==> src/rtl/ram_rw_pkg.sv <==
// Shared types for the UART debug loader: opcodes, reply bytes and controller states.
package ram_rw_pkg;

   typedef enum logic [7:0] {
      CmdCpuRst = 8'h2A,
      CmdCpuRun = 8'h2B,
      CmdConfWr = 8'h2C,
      CmdConfRd = 8'h2D,
      CmdDataWr = 8'h2E,
      CmdDataRd = 8'h2F
   } cmd_t;

   localparam logic [7:0] ReplyAck = 8'h06;
   localparam logic [7:0] ReplyNak = 8'h15;

   typedef enum logic [3:0] {
      StCmd,
      StCfgWr,
      StCfgRd,
      StWrData,
      StWrMem,
      StRdReq,
      StRdWait,
      StRdSend,
      StCkRx,
      StCkTx,
      StReply
   } state_t;

endpackage

==> src/rtl/ram_rw_ctl_rx_timeout.sv <==
// Receive watchdog: reloads to Cycles on clear, counts down while enabled, flags at zero.
module rx_timeout #(
   parameter int unsigned Cycles = 1000
) (
   input  logic clk_i,
   input  logic rst_i,
   input  logic clr_i,
   input  logic en_i,
   output logic expired_o
);

   localparam int unsigned CntW = $clog2(Cycles + 1);

   logic [CntW-1:0] cnt_q, cnt_d;

   always_comb begin
      cnt_d = cnt_q;
      if (clr_i) begin
         cnt_d = CntW'(Cycles);
      end else if (en_i && cnt_q != '0) begin
         cnt_d = cnt_q - 1'b1;
      end
   end

   always_ff @(posedge clk_i) begin
      if (rst_i) begin
         cnt_q <= CntW'(Cycles);
      end else begin
         cnt_q <= cnt_d;
      end
   end

   assign expired_o = en_i & (cnt_q == '0);

endmodule

==> src/rtl/ram_rw_ctl.sv <==
// UART debug loader giving a host word-wide RAM access while the CPU is held in reset.
// Optional RAM_RW_CKSUM_EN adds an XOR checksum byte after DATA_WR / DATA_RD payloads.
module ram_rw_ctl
   import ram_rw_pkg::*;
#(
   parameter int unsigned XLEN        = 32,
   parameter int unsigned WORD_BYTES  = 4,
   parameter int unsigned TIMEOUT_CYC = 1_000_000
) (
   input  logic                    clk_i,
   input  logic                    rst_i,
   input  logic [7:0]              rx_data_i,
   input  logic                    rx_vld_i,
   output logic                    rx_rdy_o,
   output logic [7:0]              tx_data_o,
   output logic                    tx_vld_o,
   input  logic                    tx_rdy_i,
   output logic                    mem_req_o,
   output logic                    mem_we_o,
   output logic [XLEN-1:0]         mem_addr_o,
   output logic [WORD_BYTES-1:0]   mem_be_o,
   output logic [8*WORD_BYTES-1:0] mem_wdata_o,
   input  logic [8*WORD_BYTES-1:0] mem_rdata_i,
   output logic                    cpu_rst_n_o
);

   localparam int unsigned WordW    = 8 * WORD_BYTES;
   localparam int unsigned LaneW    = (WORD_BYTES > 1) ? $clog2(WORD_BYTES) : 1;
   localparam int unsigned CfgBytes = 2 * XLEN / 8;
   localparam logic [XLEN-1:0]  LaneMask = XLEN'(WORD_BYTES - 1);
   localparam logic [LaneW-1:0] TopLane  = LaneW'(WORD_BYTES - 1);

   state_t              state_q, state_d;
   logic [XLEN-1:0]     addr_q, addr_d;
   logic [XLEN-1:0]     len_q, len_d;
   logic [XLEN-1:0]     cnt_q, cnt_d;
   logic                last_q, last_d;
   logic                cpu_rst_n_q, cpu_rst_n_d;
   logic                rx_rdy_q, rx_rdy_d;
   logic [WordW-1:0]    wbuf_q, wbuf_d;
   logic [WORD_BYTES-1:0] be_q, be_d;
   logic [XLEN-1:0]     waddr_q, waddr_d;
   logic [WordW-1:0]    rdata_q, rdata_d;
   logic [2*XLEN-1:0]   cfg_sr_q, cfg_sr_d;
   logic [7:0]          reply_q, reply_d;
`ifdef RAM_RW_CKSUM_EN
   logic [7:0]          cksum_q, cksum_d;
`endif

   logic            rx_fire, tx_fire;
   logic [XLEN-1:0] cur, cur_word;
   logic [LaneW-1:0] lane;
   logic            tmo_en, tmo_clr, tmo_expired;

   assign rx_fire  = rx_vld_i & rx_rdy_o;
   assign tx_fire  = tx_vld_o & tx_rdy_i;
   assign cur      = addr_q + cnt_q;
   assign cur_word = cur & ~LaneMask;
   assign lane     = LaneW'(cur & LaneMask);

   assign tmo_en  = state_q inside {StCfgWr, StWrData, StCkRx};
   assign tmo_clr = ~tmo_en | rx_fire;

   rx_timeout #(
      .Cycles(TIMEOUT_CYC)
   ) u_rx_timeout (
      .clk_i    (clk_i),
      .rst_i    (rst_i),
      .clr_i    (tmo_clr),
      .en_i     (tmo_en),
      .expired_o(tmo_expired)
   );

   always_comb begin
      state_d     = state_q;
      addr_d      = addr_q;
      len_d       = len_q;
      cnt_d       = cnt_q;
      last_d      = last_q;
      cpu_rst_n_d = cpu_rst_n_q;
      wbuf_d      = wbuf_q;
      be_d        = be_q;
      waddr_d     = waddr_q;
      rdata_d     = rdata_q;
      cfg_sr_d    = cfg_sr_q;
      reply_d     = reply_q;
`ifdef RAM_RW_CKSUM_EN
      cksum_d     = cksum_q;
`endif

      unique case (state_q)
         StCmd: begin
            if (rx_fire) begin
               cnt_d       = '0;
               cpu_rst_n_d = 1'b0;
`ifdef RAM_RW_CKSUM_EN
               cksum_d     = '0;
`endif
               case (rx_data_i)
                  CmdCpuRst: begin
                     reply_d = ReplyAck;
                     state_d = StReply;
                  end
                  CmdCpuRun: begin
                     cpu_rst_n_d = 1'b1;
                     reply_d     = ReplyAck;
                     state_d     = StReply;
                  end
                  CmdConfWr: state_d = StCfgWr;
                  CmdConfRd: begin
                     cfg_sr_d = {len_q, addr_q};
                     state_d  = StCfgRd;
                  end
                  CmdDataWr: begin
                     wbuf_d  = '0;
                     be_d    = '0;
                     state_d = StWrData;
                  end
                  CmdDataRd: state_d = StRdReq;
                  default: begin
                     cpu_rst_n_d = cpu_rst_n_q;
                     reply_d     = ReplyNak;
                     state_d     = StReply;
                  end
               endcase
            end
         end

         StCfgWr: begin
            if (rx_fire) begin
               // Shadow image commits only once complete, so a timeout leaves addr/len intact.
               cfg_sr_d = {rx_data_i, cfg_sr_q[2*XLEN-1:8]};
               cnt_d    = cnt_q + 1'b1;
               if (cnt_q == XLEN'(CfgBytes - 1)) begin
                  addr_d  = cfg_sr_d[XLEN-1:0];
                  len_d   = cfg_sr_d[2*XLEN-1:XLEN];
                  reply_d = ReplyAck;
                  state_d = StReply;
               end
            end else if (tmo_expired) begin
               reply_d = ReplyNak;
               state_d = StReply;
            end
         end

         StCfgRd: begin
            if (tx_fire) begin
               cfg_sr_d = cfg_sr_q >> 8;
               cnt_d    = cnt_q + 1'b1;
               if (cnt_q == XLEN'(CfgBytes - 1)) begin
                  reply_d = ReplyAck;
                  state_d = StReply;
               end
            end
         end

         StWrData: begin
            if (rx_fire) begin
               wbuf_d[8*lane +: 8] = rx_data_i;
               be_d[lane]          = 1'b1;
               waddr_d             = cur_word;
               last_d              = (cnt_q == len_q);
               cnt_d               = cnt_q + 1'b1;
`ifdef RAM_RW_CKSUM_EN
               cksum_d             = cksum_q ^ rx_data_i;
`endif
               if (lane == TopLane || cnt_q == len_q) begin
                  state_d = StWrMem;
               end
            end else if (tmo_expired) begin
               be_d    = '0;
               reply_d = ReplyNak;
               state_d = StReply;
            end
         end

         StWrMem: begin
            wbuf_d = '0;
            be_d   = '0;
            if (last_q) begin
`ifdef RAM_RW_CKSUM_EN
               state_d = StCkRx;
`else
               reply_d = ReplyAck;
               state_d = StReply;
`endif
            end else begin
               state_d = StWrData;
            end
         end

         StRdReq:  state_d = StRdWait;

         StRdWait: begin
            rdata_d = mem_rdata_i;
            state_d = StRdSend;
         end

         StRdSend: begin
            if (tx_fire) begin
`ifdef RAM_RW_CKSUM_EN
               cksum_d = cksum_q ^ tx_data_o;
`endif
               cnt_d = cnt_q + 1'b1;
               if (cnt_q == len_q) begin
`ifdef RAM_RW_CKSUM_EN
                  state_d = StCkTx;
`else
                  reply_d = ReplyAck;
                  state_d = StReply;
`endif
               end else if (lane == TopLane) begin
                  state_d = StRdReq;
               end
            end
         end

`ifdef RAM_RW_CKSUM_EN
         StCkRx: begin
            if (rx_fire) begin
               reply_d = (rx_data_i == cksum_q) ? ReplyAck : ReplyNak;
               state_d = StReply;
            end else if (tmo_expired) begin
               reply_d = ReplyNak;
               state_d = StReply;
            end
         end

         StCkTx: begin
            if (tx_fire) begin
               reply_d = ReplyAck;
               state_d = StReply;
            end
         end
`endif

         StReply: begin
            if (tx_fire) begin
               state_d = StCmd;
            end
         end

         default: state_d = StCmd;
      endcase
   end

   assign rx_rdy_d = state_d inside {StCmd, StCfgWr, StWrData, StCkRx};

   always_ff @(posedge clk_i) begin
      if (rst_i) begin
         state_q     <= StCmd;
         addr_q      <= '0;
         len_q       <= '0;
         cnt_q       <= '0;
         last_q      <= 1'b0;
         cpu_rst_n_q <= 1'b0;
         rx_rdy_q    <= 1'b0;
         wbuf_q      <= '0;
         be_q        <= '0;
         waddr_q     <= '0;
         rdata_q     <= '0;
         cfg_sr_q    <= '0;
         reply_q     <= '0;
`ifdef RAM_RW_CKSUM_EN
         cksum_q     <= '0;
`endif
      end else begin
         state_q     <= state_d;
         addr_q      <= addr_d;
         len_q       <= len_d;
         cnt_q       <= cnt_d;
         last_q      <= last_d;
         cpu_rst_n_q <= cpu_rst_n_d;
         rx_rdy_q    <= rx_rdy_d;
         wbuf_q      <= wbuf_d;
         be_q        <= be_d;
         waddr_q     <= waddr_d;
         rdata_q     <= rdata_d;
         cfg_sr_q    <= cfg_sr_d;
         reply_q     <= reply_d;
`ifdef RAM_RW_CKSUM_EN
         cksum_q     <= cksum_d;
`endif
      end
   end

   // Strobes are gated by reset so an abort never issues a RAM write or a reply.
   assign rx_rdy_o    = rx_rdy_q;
   assign cpu_rst_n_o = cpu_rst_n_q;
   assign tx_vld_o    = ~rst_i & (state_q inside {StCfgRd, StRdSend, StCkTx, StReply});
   assign mem_req_o   = ~rst_i & (state_q inside {StWrMem, StRdReq});
   assign mem_we_o    = ~rst_i & (state_q == StWrMem);
   assign mem_addr_o  = (state_q == StWrMem) ? waddr_q :
                        (state_q == StRdReq) ? cur_word : '0;
   assign mem_be_o    = (state_q == StWrMem) ? be_q :
                        (state_q == StRdReq) ? '1 : '0;
   assign mem_wdata_o = (state_q == StWrMem) ? wbuf_q : '0;

   always_comb begin
      tx_data_o = '0;
      unique case (state_q)
         StCfgRd:  tx_data_o = cfg_sr_q[7:0];
         StRdSend: tx_data_o = rdata_q[8*lane +: 8];
`ifdef RAM_RW_CKSUM_EN
         StCkTx:   tx_data_o = cksum_q;
`endif
         StReply:  tx_data_o = reply_q;
         default:  tx_data_o = '0;
      endcase
   end

endmodule
==> config.mk <==
export PLATFORM = sky130hd
export DESIGN_NAME = ram_rw_ctl
export DESIGN_NICKNAME = d
export VERILOG_FILES = /design/src/rtl/ram_rw_pkg.sv /design/src/rtl/ram_rw_ctl_rx_timeout.sv /design/src/rtl/ram_rw_ctl.sv
export SDC_FILE = /design/constraint.sdc
export NUM_CORES = 1
export LEC_CHECK = 0
export ABC_AREA = 1
export ABC_CLOCK_PERIOD_IN_PS = 3300
export CORE_MARGIN = 8
export CORE_UTILIZATION = 35
export CTS_BUF_LIST = sky130_fd_sc_hd__clkbuf_16
export DETAILED_ROUTE_END_ITERATION = 6
export GPL_TIMING_DRIVEN = 0
export PLACE_DENSITY = 0.53
export SETUP_SLACK_MARGIN = 0.2
export SYNTH_ARGS = -nofsm -noshare
export SYNTH_HDL_FRONTEND = slang
export SYNTH_SLANG_ARGS = --single-unit
==> constraint.sdc <==
create_clock -name clk_i -period 3.3 [get_ports clk_i]
set_clock_uncertainty 0.05 [all_clocks]
set_input_delay 0.66 -clock clk_i [delete_from_list [all_inputs] [get_ports clk_i]]
set_output_delay 0.66 -clock clk_i [all_outputs]
set_load 0.005 [all_outputs]
==> parameters.txt, run 1 <==
Parameter                              Value

Logic synthesis
  Multiplexer area fraction after synthesis    0%
  Gate count of the mapped netlist    2571
  YS warnings    0
  Register bit count reported by yosys    293
  Ranking of synthesized cells by area    sky130_fd_sc_hd__dfxtp_1 35%, sky130_fd_sc_hd__nand2_1 11%, sky130_fd_sc_hd__nor2_1 10%, sky130_fd_sc_hd__inv_1 7.1%, sky130_fd_sc_hd__o21ai_0 6.5%
  Xor/xnor cell area share of the yosys netlist    2.92%
  Number of synthesized flops with an enable pin    0
  Synth top area share    34.9%
  Main combinational cell family by area after synthesis    simple AND/OR/NAND/NOR gates
  Post-synthesis sequential area ratio    34.9%
  Fraction of synthesis flops using an asynchronous set or reset pin    0%
  Unique masters post-synth    51
  Post-synth top area cell    sky130_fd_sc_hd__dfxtp_1
  Area fraction in compound gates after synthesis    19.5%
  Synth Area in Adders    2.95%
  Most frequent cells after synthesis    475 x sky130_fd_sc_hd__nand2_1, 465 x sky130_fd_sc_hd__nor2_1, 318 x sky130_fd_sc_hd__inv_1
  Post-Synthesis Cell Area    16800 sq um
  Most frequently used flop master after synthesis    sky130_fd_sc_hd__dfxtp_1
  Most frequent cell after synthesis    sky130_fd_sc_hd__nand2_1
  Post-synthesis area per instance    6.54 sq um
  Simple-gate area share of the yosys netlist    28.9%

Finish
  Number of fill cells    4846
  Area taken by flip-flops and latches    5990 sq um
  Fraction of layout instances using a drive strength above 1    19.1%
  Number of inserted diodes    0
  Multi-input gate area    10400 sq um
  Final net count    2913
  Relative area change from synthesis to final layout    32.3%

Clock tree
  Depth of the CTS H-tree    2
  Cts-stage hold buffer count    0
  Root buffer selected by CTS    sky130_fd_sc_hd__clkbuf_16
  Clock-pin slew reported for the worst setup and hold paths after clock tree synthesis    0.06 ns
  Clock tree buffer depth    3
  Clock network latency to the later pin of the worst-skew pair    0.57 ns
  TritonCTS clock tree    yes
  Number of CTS-inserted buffers    37
  Number of sinks driven by the clock tree    293

Min path
  Hold Crit Endpoint    waddr_q[2]
  Start point of the worst min-delay path    waddr_q[2]
  Worst min-delay path class    register to register
  Hold path cells    2

STA
  Setup TNS    -1.75 ns
  Hold Fails Final Rpt    0
  Setup repair after global routing missed its margin    yes
  Worst Tran Pin Value    1.25 ns
  Fmax    285 MHz
  Hold WS    0.414 ns
  Final period utilization    106%
  Final number of max-transition violations    0
  Max transition margin    16.4%
  Time the worst path needs with I/O delays and setup    3.51 ns
  Final worst slack    -0.212 ns
  Count of final setup violators    14

Placement
  HPWL Detailed    52.0 mm
  Routability congestion estimate from global placement    1.01
  Count of input and output buffers    120

Power and ir drop
  Leakage component of the power    9.41 nW
  Peak supply drop    0.000366 V
  Total power after layout    8.48 mW
  Power per unit of standard cell area    381 nW/um^2

Routing
  Initial detailed-routing violation count    1499
  Vias per inst    5.26
  Overall routed net length    68.6 mm
  Total DRC errors in the routed layout    0
  Remaining antenna violation count after routing    0
  Total number of vias    18.3k
  Wirelength per Cell    19.8 microns
  Pre-antenna DRT Iters    5

Setup path
  FF-to-FF path depth    22
  Endpoint of the most critical register-to-register path    waddr_q[27]
  Data arrival, critical path    2.80 ns
  Category of the critical setup timing path    register to primary output
  Max FO, Critical Path    4
  Endpoint kind of the worst setup timing path    primary output
  Required time at the worst-slack endpoint    2.59 ns
  Setup slack of the worst register-to-register path    0.21 ns
  Worst reg2reg path startpoint    cnt_q[18]
  Element type at the critical path start    register

Die
  Die area    55300 sq um
  Initial core utilization    35.4%
  Standard cell core area    47500 sq um
  Number of cell rows    80
  Floorplan die width    235 microns
  Top Ports    125
  Chip Height    235 microns

GRT
  Remaining global-route overflow    0
  Global-route wire length before repair    104 mm
  Initial antenna violation count    0
  Number of global-route vias before repair    17.4k
  Overall Global Routing Usage    23.7%
  Maximum number of pins on one net before global-route repair    13

Status
  Failing checks    setup timing
  Run status    complete, but fails checks

Run
  Max_cap viols    0
[layout make-up]
cell class                      count  area share (%)
Buffer                            117            2.98
Clock buffer                       38            4.28
Tap cell                          615            3.46
Timing Repair Buffer              219            8.63
Sequential cell                   293            26.9
Multi-Input combinational cell   1830            46.9
Clock inverter                     25            1.07
Inverter                          332            5.70
[power by group]
| group | internal [mW] | switching, mW | leakage [nW] | total, mW |
|---|---|---|---|---|
| combinational | 0.252 | 0.554 | 6.41 | 0.806 |
| clock | 2.40 | 1.66 | 0.602 | 4.06 |
| sequential | 3.57 | 0.0438 | 2.40 | 3.62 |
[registers in the layout (all words and copies together), names as in the netlist, 8 cells and up]
register            count
cnt_q                  32
u_rx_timeout.cnt_q     20
len_q                  32
cfg_sr_q               64
waddr_q                30
addr_q                 32
rdata_q                32
reply_q                 8
wbuf_q                 32
[repair_timing]
action                     CTS  global route
pin swaps                   70            38
setup buffers               79            20
hold endpoints to repair     0             0
setup endpoints to repair  114            64
gates resized for setup    505            92
[cells by family after synthesis]
logic type                 count (synthesis)
AOI/OAI and AO/OA                        569
xor gates and xnor gates                  56
adders and majority gates                 39
buffers and inverters                    449
DFF                                      293
other                                      1
and+or+nand+nor                         1164
[worst max path at each step]
stage                  start              to  slack, ns  cells past startpoint
floorplan           cnt_q[0]  mem_addr_o[28]       0.50                     12
global placement    cnt_q[0]  mem_addr_o[28]      -0.74                     12
detailed placement  cnt_q[0]  mem_addr_o[28]      -0.73                     12
CTS                 cnt_q[0]  mem_addr_o[28]      -0.27                     14
global route        cnt_q[1]  mem_addr_o[28]      -0.30                     13
finish              cnt_q[1]  mem_addr_o[28]      -0.21                     13
[cell usage in the layout, fill, tap and decap left out, types with 19 or more instances in the layout]
cell type	count
sky130_fd_sc_hd__nor2_1	443
sky130_fd_sc_hd__nand2_1	432
sky130_fd_sc_hd__inv_1	313
sky130_fd_sc_hd__dfxtp_1	245
sky130_fd_sc_hd__o21ai_0	174
sky130_fd_sc_hd__a21oi_1	128
sky130_fd_sc_hd__o21ai_1	90
sky130_fd_sc_hd__nand3_1	82
sky130_fd_sc_hd__buf_4	78
sky130_fd_sc_hd__buf_2	64
sky130_fd_sc_hd__a211oi_1	64
sky130_fd_sc_hd__clkdlybuf4s50_1	62
sky130_fd_sc_hd__clkbuf_1	50
sky130_fd_sc_hd__nand4_1	42
sky130_fd_sc_hd__clkbuf_16	39
sky130_fd_sc_hd__nand2_2	35
sky130_fd_sc_hd__nor3_1	35
sky130_fd_sc_hd__buf_6	34
sky130_fd_sc_hd__ha_4	28
sky130_fd_sc_hd__dfxtp_4	26
sky130_fd_sc_hd__xnor2_1	23
sky130_fd_sc_hd__dfxtp_2	22
sky130_fd_sc_hd__o211ai_1	20
sky130_fd_sc_hd__nor2_2	19
[critical path, stage by stage (launching register included)]
cell and delay [ns]:
sky130_fd_sc_hd__dfxtp_4 0.37, sky130_fd_sc_hd__inv_1 0.12, sky130_fd_sc_hd__fa_2 0.40, sky130_fd_sc_hd__nand3b_1 0.18, sky130_fd_sc_hd__nand2_2 0.14, sky130_fd_sc_hd__a21oi_4 0.08
sky130_fd_sc_hd__o21ai_4 0.18, sky130_fd_sc_hd__buf_4 0.15, sky130_fd_sc_hd__nand3_2 0.10, sky130_fd_sc_hd__nand2_2 0.10, sky130_fd_sc_hd__nand2_1 0.06, sky130_fd_sc_hd__nand3_1 0.06
sky130_fd_sc_hd__o21ai_1 0.08, sky130_fd_sc_hd__clkdlybuf4s15_2 0.22
[through the flow]
| step | utilization, % | instance area (sq um) | instances | setup WS, ns |
|---|---|---|---|---|
| 4_1_cts | 45.8 | 21800 | 3449 | -0.270 |
| 5_1_grt | 46.8 | 22200 | 3469 | -0.300 |
| 6_report | 46.8 | 22200 | 3469 | -0.212 |
| 3_3_place_gp | 39.5 | 18800 | 3307 | -0.737 |
| 3_5_place_dp | 39.5 | 18800 | 3307 | -0.729 |
| 2_1_floorplan | - | 16800 | 2572 | 0.500 |
[routing by layer]
metal	GRT usage, %	share of wire (%)
met5	0	0
met3	3.75	6.8
met4	9.40	4.1
met1	32.6	46
met2	36.9	43
(Power assumes the default switching activity.)
==> run 2, diff against run 1 <==
--- a/config.mk
+++ b/config.mk
@@ -5,14 +5,13 @@
 export SDC_FILE = /design/constraint.sdc
 export NUM_CORES = 1
 export LEC_CHECK = 0
-export ABC_AREA = 1
 export ABC_CLOCK_PERIOD_IN_PS = 3300
 export CORE_MARGIN = 8
 export CORE_UTILIZATION = 35
 export CTS_BUF_LIST = sky130_fd_sc_hd__clkbuf_16
 export DETAILED_ROUTE_END_ITERATION = 6
 export GPL_TIMING_DRIVEN = 0
-export PLACE_DENSITY = 0.53
+export PLACE_DENSITY = 0.54
 export SETUP_SLACK_MARGIN = 0.2
 export SYNTH_ARGS = -nofsm -noshare
 export SYNTH_HDL_FRONTEND = slang
==> parameters.txt, run 2 <==
Parameter                              Value

Placement
  Routability congestion estimate from global placement    0.888
  Setup Slack @ Placement    -0.980 ns
  HPWL Detailed    36.8 mm
  Count of input and output buffers    118

Clock tree
  Clock tree buffer depth    3
  Clock-pin slew reported for the worst setup and hold paths after clock tree synthesis    0.06 ns
  Root buffer selected by CTS    sky130_fd_sc_hd__clkbuf_16
  Depth of the CTS H-tree    2
  Number of CTS-inserted buffers    36
  TritonCTS clock tree    yes
  Clock network latency to the later pin of the worst-skew pair    0.55 ns
  Number of sinks driven by the clock tree    293

Routing
  Pre-antenna DRT Iters    6
  Overall routed net length    51.3 mm
  Total DRC errors in the routed layout    0
  Total number of vias    14.2k
  Initial detailed-routing violation count    1139
  Remaining antenna violation count after routing    0
  Vias per inst    5.35
  Wirelength per Cell    19.3 microns

GRT
  Overall Global Routing Usage    19.9%
  Global-route wire length before repair    78.7 mm
  Number of global-route vias before repair    13.4k
  Maximum number of pins on one net before global-route repair    14
  Initial antenna violation count    0
  Remaining global-route overflow    0

Die
  Floorplan die width    222 microns
  Standard cell core area    41900 sq um
  Number of cell rows    75
  Chip Height    222 microns
  Die area    49100 sq um
  Top Ports    125
  Initial core utilization    35.3%

STA
  Count of final setup violators    34
  Final number of max-transition violations    0
  Setup repair after global routing missed its margin    yes
  Final period utilization    127%
  Worst Tran Pin Value    1.06 ns
  Hold WS    0.394 ns
  Time the worst path needs with I/O delays and setup    4.19 ns
  Final worst slack    -0.892 ns
  Fmax    239 MHz
  Hold Fails Final Rpt    0
  Max transition margin    28.9%

Status
  Run status    complete, but fails checks
  Failing checks    setup timing

Logic synthesis
  Post-synth top area cell    sky130_fd_sc_hd__dfxtp_1
  Unique masters post-synth    78
  Gate count of the mapped netlist    1831
  Most frequent cells after synthesis    337 x sky130_fd_sc_hd__nand2_1, 293 x sky130_fd_sc_hd__dfxtp_1, 201 x sky130_fd_sc_hd__a21oi_1
  Number of synthesized flops with an enable pin    0
  Fraction of synthesis flops using an asynchronous set or reset pin    0%
  Most frequent cell after synthesis    sky130_fd_sc_hd__nand2_1
  Ranking of synthesized cells by area    sky130_fd_sc_hd__dfxtp_1 40%, sky130_fd_sc_hd__nand2_1 8.6%, sky130_fd_sc_hd__a21oi_1 6.8%, sky130_fd_sc_hd__xor2_1 4.1%, sky130_fd_sc_hd__nor2_1 4.1%
  Most frequently used flop master after synthesis    sky130_fd_sc_hd__dfxtp_1
  Synth top area share    39.7%
  Post-Synthesis Cell Area    14800 sq um
  YS warnings    0
  Post-synthesis area per instance    8.08 sq um
  Register bit count reported by yosys    293
  Post-synthesis sequential area ratio    39.7%

Setup path
  Required time at the worst-slack endpoint    2.59 ns
  Maximum single-stage delay on the critical path    0.43 ns
  Largest delay contributor family on the critical path    compound AO/OA/AOI/OAI gates
  Data arrival, critical path    3.48 ns
  Critical-path top delay cell    sky130_fd_sc_hd__or4_4
  Endpoint kind of the worst setup timing path    primary output
  Buffering stage count on the worst path with inverters included    2
  Category of the critical setup timing path    register to primary output
  Cell occurring most often along the worst timing path    sky130_fd_sc_hd__a21o_1
  Series of cell instances along the critical path    ha_4, a21o_1, a21o_1, a211oi_4, o211ai_1, buf_4, a41oi_4, nor4_4, or4_4, a32o_1, buf_2
  Element type at the critical path start    register
  Max FO, Critical Path    4

Power and ir drop
  Internal portion of total power    6.21 mW
  Power per unit of standard cell area    423 nW/um^2
  Proportion of total power due to net switching    25.1%
  Share of power burned in combinational logic    8.6%
  Leakage component of the power    7.95 nW
  Switching power total    2.08 mW
  Peak supply drop    0.000266 V
  Clk pwr share    47.5%
  Seq pwr share    43.8%

Min path
  Worst min-delay path class    register to register

Finish
  Relative area change from synthesis to final layout    32.5%
  Most common library cell in the layout ignoring fill and taps    sky130_fd_sc_hd__nand2_1
  Fraction of layout instances using a drive strength above 1    18.9%
  Number of fill cells    4095
  Final net count    2166
  Top library cells by usage in the layout, fill and taps aside    331 x sky130_fd_sc_hd__nand2_1, 271 x sky130_fd_sc_hd__dfxtp_1, 191 x sky130_fd_sc_hd__a21oi_1
  Flip-flop count of the largest register after layout    64
  Most flops, register    cfg_sr_q

Run
  Max_cap viols    0
run 2: cell type report:
class	count	area (sq um)	share of cell area, %
clock buffers	37	926	4.73
repair buffers	214	1890	9.65
well taps	539	674	3.44
inverters	30	113	0.575
plain buffers	125	686	3.50
multi-input cells	1383	9130	46.6
flip-flops and latches	293	5930	30.3
diodes	1	2.50	0.0128
clock inverters	29	238	1.21
run 2: path summary, 6_finish.rpt:
kind | startpoint | endpoint | slack, ns | depth (start not counted)
max reg2reg | addr_q[1] | waddr_q[31] | -0.77 | 22
min | wbuf_q[10] | wbuf_q[10] | 0.39 | 2
min reg2reg | wbuf_q[10] | wbuf_q[10] | 0.39 | 2
max | addr_q[1] | mem_addr_o[29] | -0.89 | 11
run 2: kinds of logic (layout without fill, tap and decap cells):
group | after synthesis | count (layout) | share of synthesized area, %
simple gates | 740 | 740 | 22.9
compound gates | 434 | 434 | 18.8
flops | 293 | 293 | 39.7
buf+inv | 156 | 435 | 4.16
xor+xnor | 102 | 102 | 6.04
mux | 66 | 66 | 5.14
fa+ha+maj | 39 | 39 | 3.35
other cells | 1 | 3 | 0.0254
run 2: timing repair:
| item | 4_1_cts | 5_1_grt |
|---|---|---|
| hold buffers | 0 | 0 |
| pin swaps | 58 | 86 |
| resized for setup | 206 | 215 |
| buffers inserted | 48 | 45 |
| gates cloned | 2 | 0 |
| setup endpoints to repair | 252 | 238 |
run 2: metrics by stage:
step	utilization [%]	std cells	instance area (sq um)	power [mW]	setup TNS (ns)
after floorplan	-	1832	14900	4.13	0
after global placement	40.0	2489	16800	4.36	-127.33
after detailed placement	40.1	2490	16800	4.37	-115.94
after CTS	44.9	2605	18800	8.34	-19.90
after global routing	46.8	2650	19600	8.59	-17.81
final	46.8	2651	19600	8.29	-14.17
run 2: power by group through the flow:
| stage | Combinational, mW | Clock, mW | Sequential, mW |
|---|---|---|---|
| CTS | 0.688 | 4.01 | 3.64 |
| floorplan | 0.424 | 0 | 3.70 |
| global route | 0.767 | 4.18 | 3.64 |
| finish | 0.715 | 3.94 | 3.63 |
| detailed placement | 0.648 | 0 | 3.72 |
| global placement | 0.646 | 0 | 3.72 |
run 2: layer usage:
metal  track usage, %  vias up  part of all wire (%)
met1             27.1     6829                    45
li1                 -     6935                     -
met4             5.92        0                   2.5
met3             3.20       62                   5.1
met5                0        -                     0
met2             32.2      352                    47
run 2: worst min-delay path, stage by stage (launching register included):
cell and delay (ns):
sky130_fd_sc_hd__dfxtp_1 0.30, sky130_fd_sc_hd__nand2_1 0.05, sky130_fd_sc_hd__a21oi_1 0.05
